File: src/rtl/cpu_ctrl_pkg.sv
// cpu_ctrl_pkg
// Shared definitions for the SAP-style CPU control path: bit positions inside
// the 15-bit control word, the idle control word, opcode values, the T-state
// enumeration and small decode helpers used by the sequencer and the ROM.
package cpu_ctrl_pkg;

    localparam int CTRL_W = 15;

    // Control word layout, MSB first:
    // {cp, ep, lp, n_lma, n_lmd, n_ce, n_lr, n_li, n_ei, n_la, ea, sub, eu, n_lb, n_lo}
    localparam int B_CP    = 14;
    localparam int B_EP    = 13;
    localparam int B_LP    = 12;
    localparam int B_N_LMA = 11;
    localparam int B_N_LMD = 10;
    localparam int B_N_CE  = 9;
    localparam int B_N_LR  = 8;
    localparam int B_N_LI  = 7;
    localparam int B_N_EI  = 6;
    localparam int B_N_LA  = 5;
    localparam int B_EA    = 4;
    localparam int B_SUB   = 3;
    localparam int B_EU    = 2;
    localparam int B_N_LB  = 1;
    localparam int B_N_LO  = 0;

    // Every active-high strobe low, every active-low strobe high.
    localparam logic [CTRL_W-1:0] CTRL_IDLE = 15'b000_1111_11_1000_11;

    localparam logic [3:0] OP_NOP = 4'h0;
    localparam logic [3:0] OP_LDA = 4'h1;
    localparam logic [3:0] OP_ADD = 4'h2;
    localparam logic [3:0] OP_SUB = 4'h3;
    localparam logic [3:0] OP_STA = 4'h4;
    localparam logic [3:0] OP_LDI = 4'h5;
    localparam logic [3:0] OP_JMP = 4'h6;
    localparam logic [3:0] OP_JC  = 4'h7;
    localparam logic [3:0] OP_JZ  = 4'h8;
    localparam logic [3:0] OP_OUT = 4'hE;
    localparam logic [3:0] OP_HLT = 4'hF;

    typedef enum logic [2:0] {
        T0 = 3'd0,
        T1 = 3'd1,
        T2 = 3'd2,
        T3 = 3'd3,
        T4 = 3'd4,
        T5 = 3'd5,
        T6 = 3'd6,
        T7 = 3'd7
    } t_state_e;

    // Opcodes beyond the 4-bit table (only possible when OPCODE_W > 4)
    // collapse to NOP so they can never alias a real instruction.
    function automatic logic [3:0] norm_opcode(input logic [31:0] op);
        return (op < 32'd16) ? op[3:0] : OP_NOP;
    endfunction

    // Final micro-step of each instruction; the step after it is T0.
    function automatic t_state_e last_step(input logic [3:0] op);
        case (op)
            OP_LDA:                 return T4;
            OP_ADD, OP_SUB, OP_STA: return T5;
            default:                return T3;
        endcase
    endfunction

endpackage

File: src/rtl/microcode_rom.sv
// microcode_rom
// Purely combinational decode of (micro-step, opcode, flags) into the control
// word. Holds no state; halt/pause masking happens in the sequencer.
// Ports:
//   t_state  in  T_W       current micro-step
//   opcode   in  OPCODE_W  IR opcode (meaningful from T3)
//   cf, zf   in  1         ALU flags, consulted at T3 by JC/JZ only
//   ctrl     out 15        control word
module microcode_rom
    import cpu_ctrl_pkg::*;
#(
    parameter int OPCODE_W = 4,
    parameter int T_W      = 3
) (
    input  logic [T_W-1:0]      t_state,
    input  logic [OPCODE_W-1:0] opcode,
    input  logic                cf,
    input  logic                zf,
    output logic [CTRL_W-1:0]   ctrl
);

    logic [3:0] op;
    t_state_e   ts;

    assign op = norm_opcode(32'(opcode));
    assign ts = t_state_e'(3'(t_state));

    always_comb begin
        ctrl = CTRL_IDLE;
        case (ts)
            T0: begin
                ctrl[B_EP]    = 1'b1;
                ctrl[B_N_LMA] = 1'b0;
            end
            T1: begin
                ctrl[B_CP] = 1'b1;
            end
            T2: begin
                ctrl[B_N_CE] = 1'b0;
                ctrl[B_N_LI] = 1'b0;
            end
            T3: begin
                case (op)
                    OP_LDA, OP_ADD, OP_SUB, OP_STA: begin
                        ctrl[B_N_EI]  = 1'b0;
                        ctrl[B_N_LMA] = 1'b0;
                    end
                    OP_LDI: begin
                        ctrl[B_N_EI] = 1'b0;
                        ctrl[B_N_LA] = 1'b0;
                    end
                    OP_JMP: begin
                        ctrl[B_N_EI] = 1'b0;
                        ctrl[B_LP]   = 1'b1;
                    end
                    OP_JC: begin
                        if (cf) begin
                            ctrl[B_N_EI] = 1'b0;
                            ctrl[B_LP]   = 1'b1;
                        end
                    end
                    OP_JZ: begin
                        if (zf) begin
                            ctrl[B_N_EI] = 1'b0;
                            ctrl[B_LP]   = 1'b1;
                        end
                    end
                    OP_OUT: begin
                        ctrl[B_EA]   = 1'b1;
                        ctrl[B_N_LO] = 1'b0;
                    end
                    default: ;
                endcase
            end
            T4: begin
                case (op)
                    OP_LDA: begin
                        ctrl[B_N_CE] = 1'b0;
                        ctrl[B_N_LA] = 1'b0;
                    end
                    OP_ADD, OP_SUB: begin
                        ctrl[B_N_CE] = 1'b0;
                        ctrl[B_N_LB] = 1'b0;
                    end
                    OP_STA: begin
                        ctrl[B_EA]    = 1'b1;
                        ctrl[B_N_LMD] = 1'b0;
                    end
                    default: ;
                endcase
            end
            T5: begin
                case (op)
                    OP_ADD: begin
                        ctrl[B_EU]   = 1'b1;
                        ctrl[B_N_LA] = 1'b0;
                    end
                    OP_SUB: begin
                        ctrl[B_EU]   = 1'b1;
                        ctrl[B_SUB]  = 1'b1;
                        ctrl[B_N_LA] = 1'b0;
                    end
                    OP_STA: begin
                        ctrl[B_N_LR] = 1'b0;
                    end
                    default: ;
                endcase
            end
            default: ;
        endcase
    end

endmodule

File: src/rtl/microcode_sequencer.sv
// microcode_sequencer
// T-state sequencer for the SAP-style CPU: steps through fetch and execute
// micro-steps, returns to T0 early for short instructions, latches HLT and
// implements run / single-step control at instruction boundaries.
// Ports:
//   clk      in  1         system clock, rising edge
//   rst      in  1         asynchronous active-high reset
//   opcode   in  OPCODE_W  IR opcode (valid from T3)
//   cf, zf   in  1         ALU flags
//   run      in  1         1 = free-run, 0 = pause at instruction boundary
//   step     in  1         rising edge releases one instruction while paused
//   ctrl     out 15        control word to all bus agents
//   t_state  out T_W       current micro-step
//   halted   out 1         HLT executed
//   paused   out 1         held at T0 by run=0
//
// state | meaning
// T0    | fetch: PC onto bus, load MAR (idle while paused or halted)
// T1    | fetch: increment PC
// T2    | fetch: RAM onto bus, load IR
// T3    | execute step 1; last step for NOP/LDI/JMP/Jcc/OUT/HLT
// T4    | execute step 2; last step for LDA
// T5    | execute step 3; last step for ADD/SUB/STA
// T6-T7 | headroom only when T_MAX > 6, never reached by current opcodes
module microcode_sequencer
    import cpu_ctrl_pkg::*;
#(
    parameter int OPCODE_W = 4,
    parameter int T_MAX    = 6,   // legal range 6..8
    parameter int T_W      = $clog2(T_MAX)
) (
    input  logic                clk,
    input  logic                rst,
    input  logic [OPCODE_W-1:0] opcode,
    input  logic                cf,
    input  logic                zf,
    input  logic                run,
    input  logic                step,
    output logic [CTRL_W-1:0]   ctrl,
    output logic [T_W-1:0]      t_state,
    output logic                halted,
    output logic                paused
);

    localparam t_state_e T_LAST = t_state_e'(3'(T_MAX - 1));

    t_state_e          state;
    logic              step_q;
    logic              step_rise;
    logic              release_req;
    logic [3:0]        op;
    logic [CTRL_W-1:0] rom_ctrl;

    assign op          = norm_opcode(32'(opcode));
    assign step_rise   = step & ~step_q;
    assign release_req = run | step_rise;
    assign t_state     = T_W'(state);

    always_ff @(posedge clk or posedge rst) begin
        if (rst) begin
            state  <= T0;
            halted <= 1'b0;
            paused <= 1'b0;
            step_q <= 1'b0;
        end else begin
            // The edge detector runs every cycle, so a step seen mid-instruction
            // is consumed rather than remembered for the next boundary.
            step_q <= step;
            if (halted) begin
                state <= T0;
            end else if (paused) begin
                // Leave pause but stay in T0 for one cycle so the fetch
                // strobes of T0 are actually driven before moving to T1.
                if (release_req) begin
                    paused <= 1'b0;
                end
            end else if (state == T3 && op == OP_HLT) begin
                halted <= 1'b1;
                state  <= T0;
            end else if (state == last_step(op) || state == T_LAST) begin
                state  <= T0;
                paused <= ~release_req;
            end else begin
                state <= t_state_e'(3'(state) + 3'd1);
            end
        end
    end

    microcode_rom #(
        .OPCODE_W (OPCODE_W),
        .T_W      (T_W)
    ) u_rom (
        .t_state (t_state),
        .opcode  (opcode),
        .cf      (cf),
        .zf      (zf),
        .ctrl    (rom_ctrl)
    );

    // Reset is included so the bus sees no strobes while rst is asserted.
    assign ctrl = (rst || halted || paused) ? CTRL_IDLE : rom_ctrl;

endmodule

File: config.mk
export PLATFORM = sky130hd
export DESIGN_NAME = microcode_sequencer
export DESIGN_NICKNAME = d
export VERILOG_FILES = /design/src/rtl/cpu_ctrl_pkg.sv /design/src/rtl/microcode_rom.sv /design/src/rtl/microcode_sequencer.sv
export SDC_FILE = /design/constraint.sdc
export NUM_CORES = 1
export LEC_CHECK = 0
export CAP_MARGIN = 40
export CORE_MARGIN = 5
export CORE_UTILIZATION = 45
export DETAILED_ROUTE_END_ITERATION = 6
export MAX_ROUTING_LAYER = met4
export PLACE_DENSITY = 0.94
export SLEW_MARGIN = 20
export SYNTH_ARGS = -nofsm -noshare
export SYNTH_HDL_FRONTEND = slang
export SYNTH_HIERARCHICAL = 1
export SYNTH_SLANG_ARGS = --single-unit
File: constraint.sdc
create_clock -name clk -period 3.48 [get_ports clk]
set_input_delay 0.696 -clock clk [delete_from_list [all_inputs] [get_ports clk]]
set_output_delay 0.696 -clock clk [all_outputs]
set_load 0.005 [all_outputs]
==> results.toml <==
[outcome]
outcome = "finished clean"

[cells_and_area]
fin_cells = 142
layout_commonest_cell = "clkdlybuf4s50_1"
fillCellCount = 143
antenna_cells = 0
num-nets-final = 141
drive_gt1_share_pct = 8.73
ff_latch_area_um2 = 150
utilization_pct = 69.3
multi_input_area_um2 = 556
syn2layout_area_growth_pct = 44.3
layout_common_cells = "clkdlybuf4s50_1 (29), nand2b_1 (13), and2_1 (8)"

[critical_path]
crit_type = "input pin to primary output"
crit_fanout = 11
cp_slowest_cell = "clkdlybuf4s50_1"
critPathTopFamily = "buffers and inverters"
critPathCaptureType = "primary output"
setup.worst_path.start_class = "input pin"
critPathRequiredTime_ns = 2.78
slowest_delay_ns = 0.58
path_buf_inv = 2
path_cells = "clkdlybuf4s50_1 -> nor2_1 -> nand4b_1 -> a21oi_1 -> and2_1 -> clkdlybuf4s50_1"
crit_top_cell = "clkdlybuf4s50_1"
critical_path_arrival_ns = 2.57

[yosys]
synthesis.area_um2 = 741
synth_seq_cells = 6
synthArstFlopShare_pct = 100
synth_area_leaders = "dfrtp_1 (20%), nand2b_1 (11%), and2_1 (6.8%)"
synth-simple-area-share_pct = 49.3
ys_types = 39
synth_fp_nets = 108
synth_area_leader_cell = "dfrtp_1"
synth_top_area_share_pct = 20.3
synth_xor_xnor_area_share_pct = 2.36
ys_seq_area_share_pct = 20.3
synth_fa_ha_area_share_pct = 5.07
synth_cells = 95
yosys_warnings = 6
synthMuxAreaShare_pct = 2.03
syn_avg_cell_area_um2 = 7.80
synth_compound_area_share_pct = 16.2
synth_top_family_by_area = "simple AND/OR/NAND/NOR gates"
synth-edff-count = 0
synthFlopType = "dfrtp_1"

[sta]
finalMaxSlewViolations = 0
fmax_mhz = 306
slew_headroom_pct = 68.3
setup-violations-final = 0
hold_violations = 0
setup_tns_ns = 0
period_share_pct = 93.8
clock-skew-final_ns = 0.00486
tightest_slew_ns = 0.475
rsz0062_at_grt = "false"
layout_min_cycle_time_ns = 3.27

[global_routing]
grt_start_max_net_pins = 16
grt_use_total_pct = 16.6
grt_pass1_vias = 757
antenna_found_initial = 0
grt_remaining_overflow = 0
grt_first_pass_wirelength_mm = 3.28

[route]
finalWirelength_mm = 1.93
drtIter0Drc = 13
via_count = 815
drc = 0
ant_nets = 0
avgRoutedWirePerCell_um = 13.6
firstDrtPassIters = 4
vias_per_cell = 5.74

[floorplan]
die_area_mm2 = 0.00256
coreArea_mm2 = 0.00154
fp-row-count = 14
start_util_pct = 48.1
io_pins = 30
die_w_um = 50.6
die_y_um = 50.6

[clocking]
holdBufCountCts = 0
cts_max_level = 1
cts_tree = "yes"
cts_inserted_buffers = 3
cts_resized = 0
clk_pin_slew_ns = 0.04
clk_root_buffer_cell = "clkbuf_4"
postCtsSetupBuffers = 0
cts.sinks = 6
clock_path_buffers = 2
insertion_delay_ns = 0.25

[power]
p_per_area_mw_per_mm2 = 568
p_leak_uw = 0.000425
ir_drop_v = 0.000410

[place]
gp_congestion = 0.842
io_buffers = 29
dp_hpwl_mm = 1.52
post-place-cells = 139

[flow_run]
cap_violations = 0

[min_path]
hold_path.class = "register to register"
cell usage after synthesis (all sizes together) (2+ instances only):
| cell type | n |
|---|---|
| nand2b | 13 |
| and2 | 8 |
| dfrtp | 6 |
| a21oi | 5 |
| nor2 | 5 |
| o21ai | 5 |
| inv | 4 |
| nand2 | 4 |
| or4 | 4 |
| ha | 3 |
| nand3 | 3 |
| nor2b | 3 |
| nor3 | 3 |
| a21o | 2 |
| a31oi | 2 |
| and3b | 2 |
| clkbuf | 2 |
| nand3b | 2 |
| nand4 | 2 |
| nand4b | 2 |
| nor3b | 2 |
| xnor2 | 2 |
kinds of logic after synthesis:
| kind of cell | count (synthesis) |
|---|---|
| simple gates | 57 |
| compound gates | 19 |
| buf+inv | 7 |
| flops | 6 |
| fa+ha+maj | 3 |
| xor+xnor | 2 |
| mux | 1 |
worst reg2reg max path, delay by kind of cell (launching register included):
family	cells	cell delay [ns]
compound gates	2	0.41
flops	1	0.55
simple gates	1	0.48
fa+ha+maj	2	0.50
flip-flops by register name (all words and copies together) (netlist names):
register	count
halted	1
t_state	3
paused	1
step_q	1
where the power goes:
group / total (uW) / switching [uW] / internal [uW]
Sequential: 173 / 74.3 / 98.4
Clock: 65.4 / 26.3 / 39.1
Combinational: 369 / 152 / 216
Total: 607 / 253 / 354
final timing paths:
| check | from | endpoint | slack (ns) | depth (start not counted) |
|---|---|---|---|---|
| min in group asynchronous | rst | t_state[2] | 0.69 | 2 |
| worst max register to register | t_state[0] | t_state[0] | 1.48 | 5 |
| max in group asynchronous | rst | step_q | 2.60 | 2 |
| worst max-delay path | opcode[1] | ctrl[12] | 0.21 | 6 |
| worst min register to register | halted | paused | 0.61 | 1 |
| worst min-delay path | halted | paused | 0.61 | 1 |
area by class of cell:
cell class / instances / area share (%)
Tap cell: 16 / 1.87
Sequential cell: 6 / 14.1
Inverter: 4 / 1.41
Multi-Input combinational cell: 82 / 52.0
Clock buffer: 3 / 2.11
Timing Repair Buffer: 31 / 28.6
metal layers:
layer  global-route usage (%)  part of all wire [%]  vias to the layer above
li1                         -                     -                      408
met2                     28.1                    46                       33
met4                     9.36                   2.8                        0
met3                     3.25                   7.7                        6
met5                        -                     0                        -
met1                     17.9                    44                      368
stage by stage:
stage | cell area (um2) | total power [uW] | hold slack (ns) | setup WS [ns]
after global routing | 1070 | 667 | 0.642 | 0.108
after floorplan | 741 | 382 | 0.487 | 1.26
after detailed placement | 1050 | 541 | 0.595 | 0.257
final | 1070 | 607 | 0.614 | 0.215
after global placement | 1050 | 525 | 0.582 | 0.298
after CTS | 1070 | 613 | 0.612 | 0.251
(Power assumes the default switching activity.)
==> patch (same settings) <==
Register the output `ctrl`, with the module's reset; this adds one clock of latency there. The other outputs are not delayed to match.
--- a/src/rtl/microcode_sequencer.sv
+++ b/src/rtl/microcode_sequencer.sv
@@ -43,6 +43,8 @@
 );
 
     localparam t_state_e T_LAST = t_state_e'(3'(T_MAX - 1));
+
+    logic [CTRL_W-1:0] ctrl_d;
 
     t_state_e          state;
     logic              step_q;
@@ -98,7 +100,15 @@
     );
 
     // Reset is included so the bus sees no strobes while rst is asserted.
-    assign ctrl = (rst || halted || paused) ? CTRL_IDLE : rom_ctrl;
+    assign ctrl_d = (rst || halted || paused) ? CTRL_IDLE : rom_ctrl;
+
+    always_ff @(posedge clk or posedge rst) begin
+        if (rst) begin
+            ctrl <= '0;
+        end else begin
+            ctrl <= ctrl_d;
+        end
+    end
 
 endmodule
 
Check against the original RTL: not equivalent (Yosys sat finds a counterexample within 4 cycles, from zero or initial values and one cycle with rst high).
==> patch against the unedited design <==
Design area increased by 36%. Total power increased by 29%. Register-to-register slack improved by 330 ps. Sequential share of layout area increased by 22 points. Die area increased by 39%. Sequential cell count increased by 15. Clock skew increased by 5.8 ps. Wire length increased by 12%. Clock power increased by 71%. Area after synthesis increased by 50%. Setup slack improved by 840 ps. Global-route usage decreased by 3.0 points. Utilization decreased by 8.9 points. Maximum frequency increased by 34%. Critical path type is now in -> reg. Largest cell class unchanged. Largest power group is now sequential cells.
==> patch: results <==
run_status:
  outcome: "finished clean"
synthesis:
  synth_fp_nets: 119
  synth_commonest_cells: "dfrtp_1 (21), nand2b_1 (13), and2_1 (7)"
  ys_seq_area_share_pct: 47.24
  synthTopCellsByArea: "dfrtp_1 (47%), nand2b_1 (7.3%), and2_1 (3.9%)"
  synth_async_sr_flop_share_pct: 100.0
  synthDistinctLibCells: 37
  yosys_warnings: 6
cts:
  ctsResizeCount: 0
  path_clk_slew_ps: 120
  ctsRootBufferMaster: "clkbuf_4"
  clk_path_buf_depth: 2
  worstSkewPairLatency_ps: 300
worst_setup_path:
  cp.arrival_ps: 2630
  r2r_cells: 4
  max_stage_delay_ps: 730
  crit_path_max_fanout: 12
pwr:
  leakage_uw: 0.0005744
  ir_worst_vdd_mv: 0.4812
placement:
  port_buffers: 29
  hpwl_um: 1649
  gp_congestion: 0.7776
global_routing:
  grt_max_degree: 22
  grt_usage_pct: 13.66
  use_met3_pct: 3.240
  antenna_found_initial: 0
  met2_usage_pct: 22.69
  grt_pass1_vias: 879
  grt_use_met1_pct: 16.12
  grt_pass1_wl_um: 3677
layout:
  largest_reg_flops: 15
  drive_gt1_share_pct: 8.759
  fin_nets: 151
  fill_cells: 214
sta:
  worst-slew-pin-transition_ps: 729.2
  skew_ps: 10.70
drt:
  firstDrtPassIters: 4
  first_iter_violations: 20
  vias: 863
  totalWireLength_um: 2168
==> patch: worst max-delay path, delay by kind of cell <==
family | cells | cell delay (ps)
buffers and inverters | 1 | 730
and+or+nand+nor | 3 | 610
AOI/OAI and AO/OA | 2 | 590
==> patch: area by class of cell <==
| type | count | area (um^2) | area share [%] |
|---|---|---|---|
| sequential | 21 | 525.5 | 36.11 |
| tap | 30 | 37.54 | 2.580 |
| multi-input combinational | 78 | 551.8 | 37.92 |
| inverter | 4 | 15.01 | 1.032 |
| clock inverter | 1 | 5.005 | 0.3439 |
| timing repair buffer | 30 | 297.8 | 20.46 |
| clock buffer | 3 | 22.52 | 1.548 |
==> patch: cell families (layout without fill, tap and decap cells) <==
family / count (synthesis) / count (layout) / share of synthesized area, %
DFF: 21 / 21 / 47.24
buffers and inverters: 7 / 38 / 3.148
xor gates and xnor gates: 2 / 2 / 1.575
adders and majority gates: 3 / 3 / 3.375
and+or+nand+nor: 56 / 56 / 32.74
muxes: 1 / 1 / 1.349
AOI/OAI and AO/OA: 16 / 16 / 10.57
==> patch: per-stage QoR <==
stage	cell area (um^2)	hold WS [ps]	instances	total power (uW)	setup WS [ps]
6_report	1455	641.0	167	779.7	1050
5_1_grt	1455	683.5	167	840.3	958.8
4_1_cts	1455	649.2	167	786.7	1063
3_5_place_dp	1428	618.2	163	674.9	734.5
3_3_place_gp	1428	578.7	163	655.3	802.5
2_1_floorplan	1112	557.2	106	538.4	1517
==> patch: layer usage <==
metal / part of all wire (%) / routed length (um) / up-vias
met5: 0 / 0 / -
met4: 0.97 / 21 / 0
met3: 5.1 / 110 / 2
met2: 51 / 1096 / 22
met1: 43 / 939 / 400
li1: - / - / 439
==> patch: final timing paths <==
| kind | start | end | slack, ps |
|---|---|---|---|
| worst max-delay path | opcode[2] | t_state[0] | 1050 |
| worst min-delay path | paused | halted | 640 |
| worst max register to register | t_state[0] | t_state[0] | 1810 |
| worst min register to register | paused | halted | 640 |
| max in group asynchronous | rst | ctrl[2] | 2160 |
| min in group asynchronous | rst | t_state[2] | 850 |
==> patch: where the power goes <==
part	internal [uW]	leakage, uW	switching (uW)
logic	186	0.000317	123
registers	284	0.000240	74.6
clock network	42.8	0.0000177	69.3
total	513	0.000574	267
